File: config.mk
export PLATFORM = sky130hd
export DESIGN_NAME = act_serializer
export DESIGN_NICKNAME = d
export VERILOG_FILES = /design/src/rtl/act_serializer.sv
export SDC_FILE = /design/constraint.sdc
export NUM_CORES = 1
export LEC_CHECK = 0
export BUFFER_PORTS_ARGS = -buffer_cell sky130_fd_sc_hd__buf_4
export CORE_AREA = 10 10 225 227
export CTS_CLUSTER_DIAMETER = 30
export DETAILED_ROUTE_END_ITERATION = 10
export DIE_AREA = 0 0 235 237
export PLACE_DENSITY = 0.77
export SYNTH_ARGS = -nofsm -noshare
export SYNTH_HDL_FRONTEND = slang
export SYNTH_SLANG_ARGS = --single-unit
File: constraint.sdc
create_clock -name clk -period 3.7 [get_ports clk]
set_input_delay 0 -clock clk [delete_from_list [all_inputs] [get_ports clk]]
set_output_delay 0 -clock clk [all_outputs]
set_load 0.005 [all_outputs]
File: src/rtl/act_serializer.sv
// Activation serializer: unpacks a DATA_W*WORDS vector into DATA_W words, MSB slice first,
// with a valid/ready handshake on both sides.
module act_serializer #(
    parameter int DATA_W = 16,
    parameter int WORDS  = 36
) (
    input  logic                     clk,
    input  logic                     rst,
    input  logic                     in_valid,
    input  logic [DATA_W*WORDS-1:0]  in_data,
    output logic                     in_ready,
    output logic                     out_valid,
    input  logic                     out_ready,
    output logic [DATA_W-1:0]        out_data,
    output logic                     out_last,
    output logic                     busy
);

    localparam int PW = DATA_W * WORDS;
    localparam int CW = (WORDS > 1) ? $clog2(WORDS) : 1;
    localparam logic [CW-1:0] LAST = CW'(WORDS - 1);

    localparam logic [0:0] S_IDLE = 1'b0;
    localparam logic [0:0] S_SEND = 1'b1;

    logic [0:0]    r_state;
    logic [CW-1:0] r_cnt;
    logic [PW-1:0] r_vec;

    logic w_out_hs;
    logic w_final_hs;
    logic w_load;

    assign out_valid  = (r_state == S_SEND);
    assign busy       = out_valid;
    assign out_last   = out_valid && (r_cnt == LAST);
    assign w_out_hs   = out_valid & out_ready;
    assign w_final_hs = w_out_hs & out_last;
    // A new vector may enter while the final word of the current one leaves.
    assign in_ready   = (r_state == S_IDLE) | w_final_hs;
    assign w_load     = in_valid & in_ready;

    // The current word always sits in the top slice; the register is cleared when idle.
    assign out_data   = r_vec[PW-1 -: DATA_W];

    always_ff @(posedge clk) begin
        if (rst) begin
            r_state <= S_IDLE;
            r_cnt   <= '0;
            r_vec   <= '0;
        end else if (w_load) begin
            r_state <= S_SEND;
            r_cnt   <= '0;
            r_vec   <= in_data;
        end else if (w_final_hs) begin
            r_state <= S_IDLE;
            r_cnt   <= '0;
            r_vec   <= '0;
        end else if (w_out_hs) begin
            r_cnt   <= r_cnt + CW'(1);
            r_vec   <= r_vec << DATA_W;
        end
    end

endmodule

==> results_tabular.tex, run 1 <==
\begin{tabular}{lr}
\hline
Metric & Value \\
\hline
\multicolumn{2}{l}{\textbf{Run status}} \\
Run status & finished clean \\
\multicolumn{2}{l}{\textbf{Route}} \\
Post-DR vias/cell & 6.774 \\
Initial DRC count & 3735 \\
Total routed wirelength & 115500 um \\
Length of the first detailed-routing pass in iterations & 6 \\
WL per Instance & 30.20 um \\
DRC violation count after routing & 0 \\
Antenna-violating nets left & 0 \\
Vias after detailed routing & 25900 \\
\multicolumn{2}{l}{\textbf{Clock network}} \\
Maximum buffer depth of the clock tree & 3 \\
Clock sink count & 583 \\
Clk Tree Root Cell & clkbuf\_16 \\
Post-CTS Setup Bufs & 0 \\
Total CTS buffers & 110 \\
H-tree depth & 3 \\
Clock-pin slew reported for the worst setup and hold paths after clock tree synthesis & 0.06 ns \\
Clock latency reported for the late side of the worst-skew pair & 0.67 ns \\
TritonCTS clock tree & yes \\
\multicolumn{2}{l}{\textbf{Placed design}} \\
Weighted congestion reported at the end of routability-driven placement & 0.9427 \\
Buffers added on ports & 599 \\
Detailed-placement wirelength estimate & 57790 um \\
Post-place instance area & 27190 um\^{}2 \\
\multicolumn{2}{l}{\textbf{Timing}} \\
Time the final worst path needs with I/O delays and setup & 3.068 ns \\
Measured slew at the worst slew-check pin & 1.273 ns \\
Fin. Hold Viols & 0 \\
RSZ-0062 raised after global routing & false \\
Number of slew-limit violations in the final report & 0 \\
Slew HR & 14.81\% \\
Final period utilization & 82.92\% \\
Setup tns final & 0 ns \\
Final setup violation count & 0 \\
Max frequency & 325.9 MHz \\
Largest clock skew in the final design & 0.03593 ns \\
\multicolumn{2}{l}{\textbf{Synth}} \\
Gate Count Post-Synth & 2027 \\
Flip-flop and latch count after synthesis & 583 \\
Synth warn & 0 \\
Distinct cells, synth & 32 \\
Sequential share of the synthesized area & 50.33\% \\
Net count after synthesis & 2608 \\
Mean instance size in the synthesized netlist & 11.44 um\^{}2 \\
Summed instance area of the synthesized netlist & 23190 um\^{}2 \\
\multicolumn{2}{l}{\textbf{Floorplan}} \\
Initial Utilization & 50.23\% \\
Rows & 79 \\
Overall die width & 235 um \\
Die outline height & 237 um \\
Die Footprint & 55700 um\^{}2 \\
IO Pins & 600 \\
Core footprint & 46160 um\^{}2 \\
\multicolumn{2}{l}{\textbf{Setup path}} \\
Sort of element at the end of the critical path & flop \\
Critical Path AT & 3.62 ns \\
Maximum fanout along the worst path & 211 \\
Setup CP Type & reg2reg \\
Endpoint required time on the critical path & 4.26 ns \\
Register-to-register path setup slack & 0.63 ns \\
Startpoint type of the worst setup path & flop \\
\multicolumn{2}{l}{\textbf{GRT}} \\
GRT overflow & 0 \\
Number of global-route vias before repair & 26870 \\
Global-route wire length before repair & 169000 um \\
Tot GR Track Use & 38.91\% \\
Maximum number of pins on one net before global-route repair & 212 \\
Antenna violations before repair & 30 \\
\multicolumn{2}{l}{\textbf{Final layout}} \\
Area added between synthesis and finish & 60.26\% \\
Cell area after layout & 37160 um\^{}2 \\
Utilization after layout & 80.50\% \\
\# nets final & 3671 \\
Most common cell after layout, fill and taps aside & buf\_4 \\
Most frequent cells in the layout & buf\_4, dlygate4sd3\_1, dfxtp\_1 \\
Share of post-route cells with drive strength above 1 & 31.06\% \\
\multicolumn{2}{l}{\textbf{Power and ir drop}} \\
Largest voltage drop on the vdd net & 0.5140 mV \\
Static Leak & 0.01454 uW \\
Total power density per cell area & 585.7 nW/um\^{}2 \\
\multicolumn{2}{l}{\textbf{Job}} \\
\# Max-Cap Violations & 0 \\
\multicolumn{2}{l}{\textbf{Min path}} \\
Path category of the worst min-delay check & in2reg \\
\hline
\end{tabular}
[timing repair]
action                    CTS  global route
hold buffers              585             0
resized for setup           0             0
hold endpoints to repair  583             0
[cell families (layout without fill, tap and decap cells)]
| kind of cell | after synthesis | after routing | synth area share [%] |
|---|---|---|---|
| xor+xnor | 2 | 2 | 0.07556 |
| compound gates | 1147 | 1147 | 41.23 |
| fa+ha+maj | 1 | 1 | 0.05395 |
| buf+inv | 273 | 1430 | 7.765 |
| simple gates | 20 | 20 | 0.4911 |
| other cells | 0 | 32 | 0 |
| mux | 1 | 1 | 0.04856 |
| flops | 583 | 583 | 50.33 |
[where the power goes]
part           switching, uW  internal [uW]
Combinational           1570           1550
Sequential               628           6970
Clock                   3740           7310
Total                   5930          15800
[routing by layer]
| layer | up-vias | wire, um | global-route usage, % |
|---|---|---|---|
| met5 | - | 50 | 0.08897 |
| met4 | 8 | 11650 | 34.12 |
| met3 | 783 | 13260 | 13.94 |
| met2 | 2365 | 52690 | 62.65 |
| met1 | 12180 | 37810 | 39.79 |
| li1 | 10560 | - | - |
[flip-flops by register name (all words and copies together) (netlist names)]
name / flops
r_vec: 576
r_cnt: 6
busy: 1
[critical path: stages, from the launching register on]
cell and delay (ns):
dfxtp_1 0.70, mux2_8 0.70, buf_12 0.49, o22ai_1 0.29, o2bb2ai_1 0.34
[Yosys cell counts]
cell type,n,area [um^2]
ha_1,1,12.51
buf_4,38,285.3
buf_8,4,60.06
nor4b_1,1,8.760
dfxtp_1,583,11670
nand4b_1,1,8.760
buf_2,51,255.2
a211o_1,1,8.760
a21oi_1,5,25.02
o21ai_0,3,15.01
o22ai_1,560,3503
nor2b_1,1,6.260
inv_1,3,11.26
and2_1,1,6.260
and3_1,2,12.51
xnor2_1,2,17.52
nand4_1,1,6.260
o2bb2ai_1,410,3591
a22o_1,16,140.1
buf_1,14,52.55
buf_12,11,220.2
buf_6,46,518.0
mux2_2,1,11.26
nand3_1,2,10.01
o32ai_2,1,16.27
clkbuf_1,106,397.9
or3_1,3,18.77
o2bb2ai_2,150,2252
or4b_1,1,10.01
a31o_2,1,8.760
nand2_1,4,15.01
nor2_1,3,11.26
[final timing paths]
path | startpoint | to | cells past startpoint
worst max-delay path | busy$_SDFFE_PP0P_ | r_vec[469]$_SDFFE_PP0P_ | 4
worst min-delay path | in_data[108] | r_vec[108]$_SDFFE_PP0P_ | 3
worst max register to register | busy$_SDFFE_PP0P_ | r_vec[469]$_SDFFE_PP0P_ | 4
worst min register to register | r_vec[3]$_SDFFE_PP0P_ | r_vec[3]$_SDFFE_PP0P_ | 1
[final cells by class]
class	instances	area (um^2)
diodes	32	80.08
clock buffers	134	3037
clock inverters	72	1001
fillers	2103	9000
inverters	3	11.26
multi-input cells	1171	9758
flip-flops and latches	583	11670
well taps	607	759.5
repair buffers	1221	10840
[through the flow]
stage               std cells  total power, uW  hold WS, ns  setup WS (ns)
detailed placement       3000             9824       0.2032          1.077
global route             3816            22120      0.08454         0.6835
finish                   3823            21760      0.07835         0.6319
CTS                      3791            21040      0.06394          1.017
floorplan                2027             8859      0.06907          1.987
global placement         3000             9729       0.1999          1.221
Power figures use the tool's default switching activity.
==> inputs of run 2 (changes only) <==
- CORE_AREA: 10 10 225 227 -> unset
- CORE_MARGIN: unset -> 10
- CORE_UTILIZATION: unset -> 48
- DIE_AREA: 0 0 235 237 -> unset
- PLACE_DENSITY: 0.77 -> 0.76
- clock period: 3.7 -> 2.61 ns (I/O delays scaled with it)
==> results_tabular.tex, run 2 (synthesis results as in run 1) <==
\begin{tabular}{lr}
\hline
Metric & Value \\
\hline
\multicolumn{2}{l}{\textbf{Run status}} \\
Run status & finished clean \\
\multicolumn{2}{l}{\textbf{Timing}} \\
RSZ-0062 raised after global routing & false \\
Number of slew-limit violations in the final report & 0 \\
Setup tns final & 0 ns \\
Fin. Hold Viols & 0 \\
Time the final worst path needs with I/O delays and setup & 2.565 ns \\
Max frequency & 389.8 MHz \\
Slew HR & 48.42\% \\
Final setup violation count & 0 \\
Largest clock skew in the final design & 0.04589 ns \\
Worst hold slack after final layout & 0.08105 ns \\
Final period utilization & 98.29\% \\
Measured slew at the worst slew-check pin & 0.7736 ns \\
\multicolumn{2}{l}{\textbf{Final layout}} \\
Number of filler cells placed in the layout & 2227 \\
Share of post-route cells with drive strength above 1 & 31.81\% \\
Max reg flops & 576 \\
Utilization after layout & 79.06\% \\
\# nets final & 3712 \\
Most frequent cells in the layout & buf\_4, dlygate4sd3\_1, dfxtp\_1 \\
Biggest register & r\_vec \\
Most common cell after layout, fill and taps aside & buf\_4 \\
Area added between synthesis and finish & 62.80\% \\
\multicolumn{2}{l}{\textbf{Setup path}} \\
Worst setup path startpoint & r\_cnt[0]\$\_SDFFE\_PP0P\_ \\
Maximum fanout along the worst path & 20 \\
Setup CP Type & reg2reg \\
Number of cells on the worst reg-to-reg path & 7 \\
Critical Path AT & 3.15 ns \\
Reg-to-reg critical path startpoint & r\_cnt[0]\$\_SDFFE\_PP0P\_ \\
Endpoint required time on the critical path & 3.19 ns \\
Register-to-register path setup slack & 0.04 ns \\
Startpoint type of the worst setup path & flop \\
Worst r2r dst & r\_vec[25]\$\_SDFFE\_PP0P\_ \\
Sort of element at the end of the critical path & flop \\
\multicolumn{2}{l}{\textbf{Floorplan}} \\
Die Footprint & 57500 um\^{}2 \\
IO Pins & 600 \\
Core footprint & 47750 um\^{}2 \\
Overall die width & 239.8 um \\
Die outline height & 239.8 um \\
Rows & 80 \\
Initial Utilization & 48.56\% \\
\multicolumn{2}{l}{\textbf{GRT}} \\
Global-route wire length before repair & 172400 um \\
GRT overflow & 0 \\
Number of global-route vias before repair & 27190 \\
Maximum number of pins on one net before global-route repair & 173 \\
Antenna violations before repair & 31 \\
Tot GR Track Use & 39.27\% \\
\multicolumn{2}{l}{\textbf{Clock network}} \\
Clock latency reported for the late side of the worst-skew pair & 0.66 ns \\
Total CTS buffers & 114 \\
Clock-pin slew reported for the worst setup and hold paths after clock tree synthesis & 0.05 ns \\
TritonCTS clock tree & yes \\
Clk Tree Root Cell & clkbuf\_16 \\
Clock sink count & 583 \\
H-tree depth & 3 \\
Maximum buffer depth of the clock tree & 3 \\
\multicolumn{2}{l}{\textbf{Job}} \\
\# Max-Cap Violations & 0 \\
\multicolumn{2}{l}{\textbf{Route}} \\
WL per Instance & 30.77 um \\
Vias after detailed routing & 26320 \\
Length of the first detailed-routing pass in iterations & 6 \\
Initial DRC count & 3792 \\
Top layer used by detailed routing & met5 \\
Wire length on met1 & 38880 um \\
Met2 wire length & 54180 um \\
Total routed wirelength & 119300 um \\
DRC violation count after routing & 0 \\
Post-DR vias/cell & 6.789 \\
Wire length on met3 & 14060 um \\
Antenna-violating nets left & 0 \\
\multicolumn{2}{l}{\textbf{Min path}} \\
WHS Endpoint & r\_vec[375]\$\_SDFFE\_PP0P\_ \\
Number of cells on the worst hold path & 3 \\
Path category of the worst min-delay check & in2reg \\
Worst min-delay path startpoint & in\_data[375] \\
\multicolumn{2}{l}{\textbf{Placed design}} \\
Detailed-placement wirelength estimate & 60330 um \\
Weighted congestion reported at the end of routability-driven placement & 0.9348 \\
Buffers added on ports & 599 \\
\multicolumn{2}{l}{\textbf{Power and ir drop}} \\
Static Leak & 0.01483 uW \\
Largest voltage drop on the vdd net & 0.6739 mV \\
Total power density per cell area & 823.2 nW/um\^{}2 \\
\hline
\end{tabular}
-- run 2: area by class of cell --
class	instances	area (um^2)	share of cell area, %
flip-flops and latches	583	11670	30.92
repair buffers	1257	11360	30.09
multi-input cells	1172	9779	25.91
clock buffers	139	3107	8.230
clock inverters	75	968.4	2.565
well taps	615	769.5	2.038
diodes	33	82.58	0.2188
inverters	3	11.26	0.02983
-- run 2: worst max-delay path: stages, from the launching register on --
cell and delay, ns:
dfxtp_1 0.34, ha_1 0.27, and3_1 0.26, a211o_4 0.43, buf_12 0.21, buf_4 0.19, o2bb2ai_2 0.17, dlygate4sd3_1 0.60
-- run 2: layer usage --
| metal | vias up | GRT usage [%] |
|---|---|---|
| li1 | 10620 | - |
| met1 | 12230 | 41.48 |
| met2 | 2614 | 63.13 |
| met3 | 860 | 11.72 |
| met4 | 8 | 34.50 |
| met5 | - | 0 |
-- run 2: power breakdown --
group,total [uW],switching [uW],leakage (uW),internal [uW]
registers,10800,931,0.00486,9880
clock network,15700,5500,0.00194,10200
logic,4580,2280,0.00803,2300
-- run 2: worst max-delay path by stage --
stage	slack, ns	to	cells past startpoint
final	0.04	r_vec[25]$_SDFFE_PP0P_	7
after CTS	0.07	r_vec[24]$_SDFFE_PP0P_	5
after global routing	0.008	r_vec[25]$_SDFFE_PP0P_	7
after global placement	0.56	r_vec[569]$_SDFFE_PP0P_	5
after detailed placement	0.48	r_vec[371]$_SDFFE_PP0P_	4
after floorplan	0.90	r_vec[100]$_SDFFE_PP0P_	7
-- run 2: what timing repair did --
| action | in CTS | in global routing |
|---|---|---|
| endpoints found under the setup margin | 0 | 16 |
| endpoints found under the hold margin | 583 | 0 |
| setup buffers | 0 | 0 |
| hold buffers | 593 | 0 |
| resized for setup | 0 | 2 |
-- run 2: stage by stage --
step / instances / cell area (um^2) / setup WS [ns] / power [uW]
6_report: 3877 / 37750 / 0.04459 / 31070
5_1_grt: 3872 / 37740 / 0.008371 / 31540
4_1_cts: 3843 / 37640 / 0.07302 / 29950
3_5_place_dp: 3036 / 27630 / 0.4793 / 14060
3_3_place_gp: 3036 / 27630 / 0.5615 / 13900
2_1_floorplan: 2027 / 23190 / 0.8973 / 12560
==> inputs of run 3 (changes only) <==
- clock period: 2.61 -> 2.1 ns (I/O delays scaled with it)
==> results_tabular.tex, run 3 (synthesis results as in run 1) <==
\begin{tabular}{lr}
\hline
Metric & Value \\
\hline
\multicolumn{2}{l}{\textbf{Final layout}} \\
Number of filler cells placed in the layout & 2300 \\
Most frequent cells in the layout & buf\_4, dfxtp\_1, dlygate4sd3\_1 \\
\# nets final & 3716 \\
Share of post-route cells with drive strength above 1 & 32.15\% \\
Area added between synthesis and finish & 61.85\% \\
Most common cell after layout, fill and taps aside & buf\_4 \\
Utilization after layout & 78.60\% \\
Biggest register & r\_vec \\
Max reg flops & 576 \\
\multicolumn{2}{l}{\textbf{Setup path}} \\
Reg-to-reg critical path startpoint & r\_cnt[0]\$\_SDFFE\_PP0P\_ \\
Cell type with the highest occurrence count on the critical path & buf\_12 \\
Ordered list of cells on the worst path & ha\_1 > and3\_1 > a211o\_4 > buf\_12 > buf\_12 > o2bb2ai\_2 \\
Worst path buffer plus inverter count & 2 \\
Number of cells on the worst reg-to-reg path & 6 \\
Setup CP Type & reg2reg \\
Maximum single-stage delay on the critical path & 0.39 ns \\
Worst path depth & 6 \\
Cell type group with the largest total delay on the critical path & compound AO/OA/AOI/OAI gates \\
Register-to-register path setup slack & -0.12 ns \\
Worst r2r dst & r\_vec[308]\$\_SDFFE\_PP0P\_ \\
Sort of element at the end of the critical path & flop \\
Endpoint required time on the critical path & 2.61 ns \\
Startpoint type of the worst setup path & flop \\
Maximum fanout along the worst path & 46 \\
Critical Path AT & 2.74 ns \\
Slowest CP cell & a211o\_4 \\
\multicolumn{2}{l}{\textbf{Power and ir drop}} \\
Total power density per cell area & 976.0 nW/um\^{}2 \\
Static Leak & 0.01472 uW \\
Total Power & 36630 uW \\
Largest voltage drop on the vdd net & 0.7890 mV \\
\multicolumn{2}{l}{\textbf{GRT}} \\
Tot GR Track Use & 38.71\% \\
GRT overflow & 0 \\
Global-route wire length before repair & 170700 um \\
Number of global-route vias before repair & 27190 \\
Maximum number of pins on one net before global-route repair & 91 \\
Antenna violations before repair & 29 \\
\multicolumn{2}{l}{\textbf{Floorplan}} \\
Die Footprint & 57500 um\^{}2 \\
Core footprint & 47750 um\^{}2 \\
IO Pins & 600 \\
Die outline height & 239.8 um \\
Initial Utilization & 48.56\% \\
Rows & 80 \\
Overall die width & 239.8 um \\
\multicolumn{2}{l}{\textbf{Clock network}} \\
TritonCTS clock tree & yes \\
Post-CTS Setup Bufs & 0 \\
Clock sink count & 583 \\
Clk Tree Root Cell & clkbuf\_16 \\
Clock latency reported for the late side of the worst-skew pair & 0.66 ns \\
Total CTS buffers & 104 \\
H-tree depth & 3 \\
Clock-pin slew reported for the worst setup and hold paths after clock tree synthesis & 0.06 ns \\
Maximum buffer depth of the clock tree & 3 \\
\multicolumn{2}{l}{\textbf{Placed design}} \\
Detailed-placement wirelength estimate & 61220 um \\
Pre-CTS worst setup slack & 0.1862 ns \\
Weighted congestion reported at the end of routability-driven placement & 0.9379 \\
Buffers added on ports & 599 \\
\multicolumn{2}{l}{\textbf{Route}} \\
WL per Instance & 30.52 um \\
Vias after detailed routing & 26240 \\
Initial DRC count & 3874 \\
Total routed wirelength & 118100 um \\
Length of the first detailed-routing pass in iterations & 6 \\
Antenna-violating nets left & 0 \\
DRC violation count after routing & 0 \\
Post-DR vias/cell & 6.780 \\
\multicolumn{2}{l}{\textbf{Timing}} \\
Final setup violation count & 1 \\
Setup tns final & -0.1240 ns \\
Time the final worst path needs with I/O delays and setup & 2.224 ns \\
Slew HR & 56.32\% \\
Final worst-path setup slack & -0.1240 ns \\
Measured slew at the worst slew-check pin & 0.6553 ns \\
Max frequency & 449.6 MHz \\
Worst hold slack after final layout & 0.1100 ns \\
Final period utilization & 105.9\% \\
Number of slew-limit violations in the final report & 0 \\
Largest clock skew in the final design & 0.02996 ns \\
Fin. Hold Viols & 0 \\
\multicolumn{2}{l}{\textbf{Job}} \\
\# Max-Cap Violations & 0 \\
\multicolumn{2}{l}{\textbf{Run status}} \\
Violations in the final reports & negative setup slack \\
Run status & finished with violations \\
\multicolumn{2}{l}{\textbf{Min path}} \\
Path category of the worst min-delay check & in2reg \\
Worst min-delay path startpoint & in\_data[322] \\
WHS Endpoint & r\_vec[322]\$\_SDFFE\_PP0P\_ \\
Number of cells on the worst hold path & 3 \\
\hline
\end{tabular}
-- run 3: worst max-delay path by stage --
stage	slack (ns)	from	to
floorplan	0.39	r_cnt[0]$_SDFFE_PP0P_	r_vec[100]$_SDFFE_PP0P_
global placement	0.24	r_cnt[2]$_SDFFE_PP0P_	r_vec[401]$_SDFFE_PP0P_
detailed placement	0.19	r_cnt[0]$_SDFFE_PP0P_	r_vec[17]$_SDFFE_PP0P_
CTS	0.14	r_cnt[0]$_SDFFE_PP0P_	r_vec[251]$_SDFFE_PP0P_
global route	-0.14	r_cnt[0]$_SDFFE_PP0P_	r_vec[308]$_SDFFE_PP0P_
finish	-0.12	r_cnt[0]$_SDFFE_PP0P_	r_vec[308]$_SDFFE_PP0P_
-- run 3: layer usage --
metal,global-route usage (%),vias to the layer above,routed length [um]
met5,0,-,27
met4,33.49,4,11550
met3,12.79,810,14490
met2,61.29,2615,53370
met1,41.10,12180,38700
li1,-,10630,-
-- run 3: report_power, final --
part,internal (uW),switching (uW)
Clock,10900,6520
Combinational,2900,2860
Sequential,12300,1150
Total,26100,10500
-- run 3: tightest hold or removal path: stages --
cell and delay, ns:
dlygate4sd3_1 0.53, buf_4 0.10, o2bb2ai_1 0.10
-- run 3: area by class of cell --
type / count / area (um^2) / share of cell area (%)
multi-input combinational: 1172 / 9811 / 26.14
inverter: 3 / 11.26 / 0.03001
timing repair buffer: 1271 / 11580 / 30.85
tap: 615 / 769.5 / 2.050
antenna: 33 / 82.58 / 0.2200
clock buffer: 129 / 2868 / 7.642
clock inverter: 64 / 737.0 / 1.964
sequential: 583 / 11670 / 31.10
-- run 3: timing repair --
item / in CTS / in global routing
hold buffers: 579 / 0
setup endpoints to repair: 0 / 9
hold endpoints to repair: 583 / 0
gates resized for setup: 0 / 5
-- run 3: stage by stage --
step | cell area, um^2 | cells
after floorplan | 23190 | 2027
after global placement | 27990 | 3064
after detailed placement | 27990 | 3064
after CTS | 37390 | 3836
after global routing | 37510 | 3862
final | 37530 | 3870
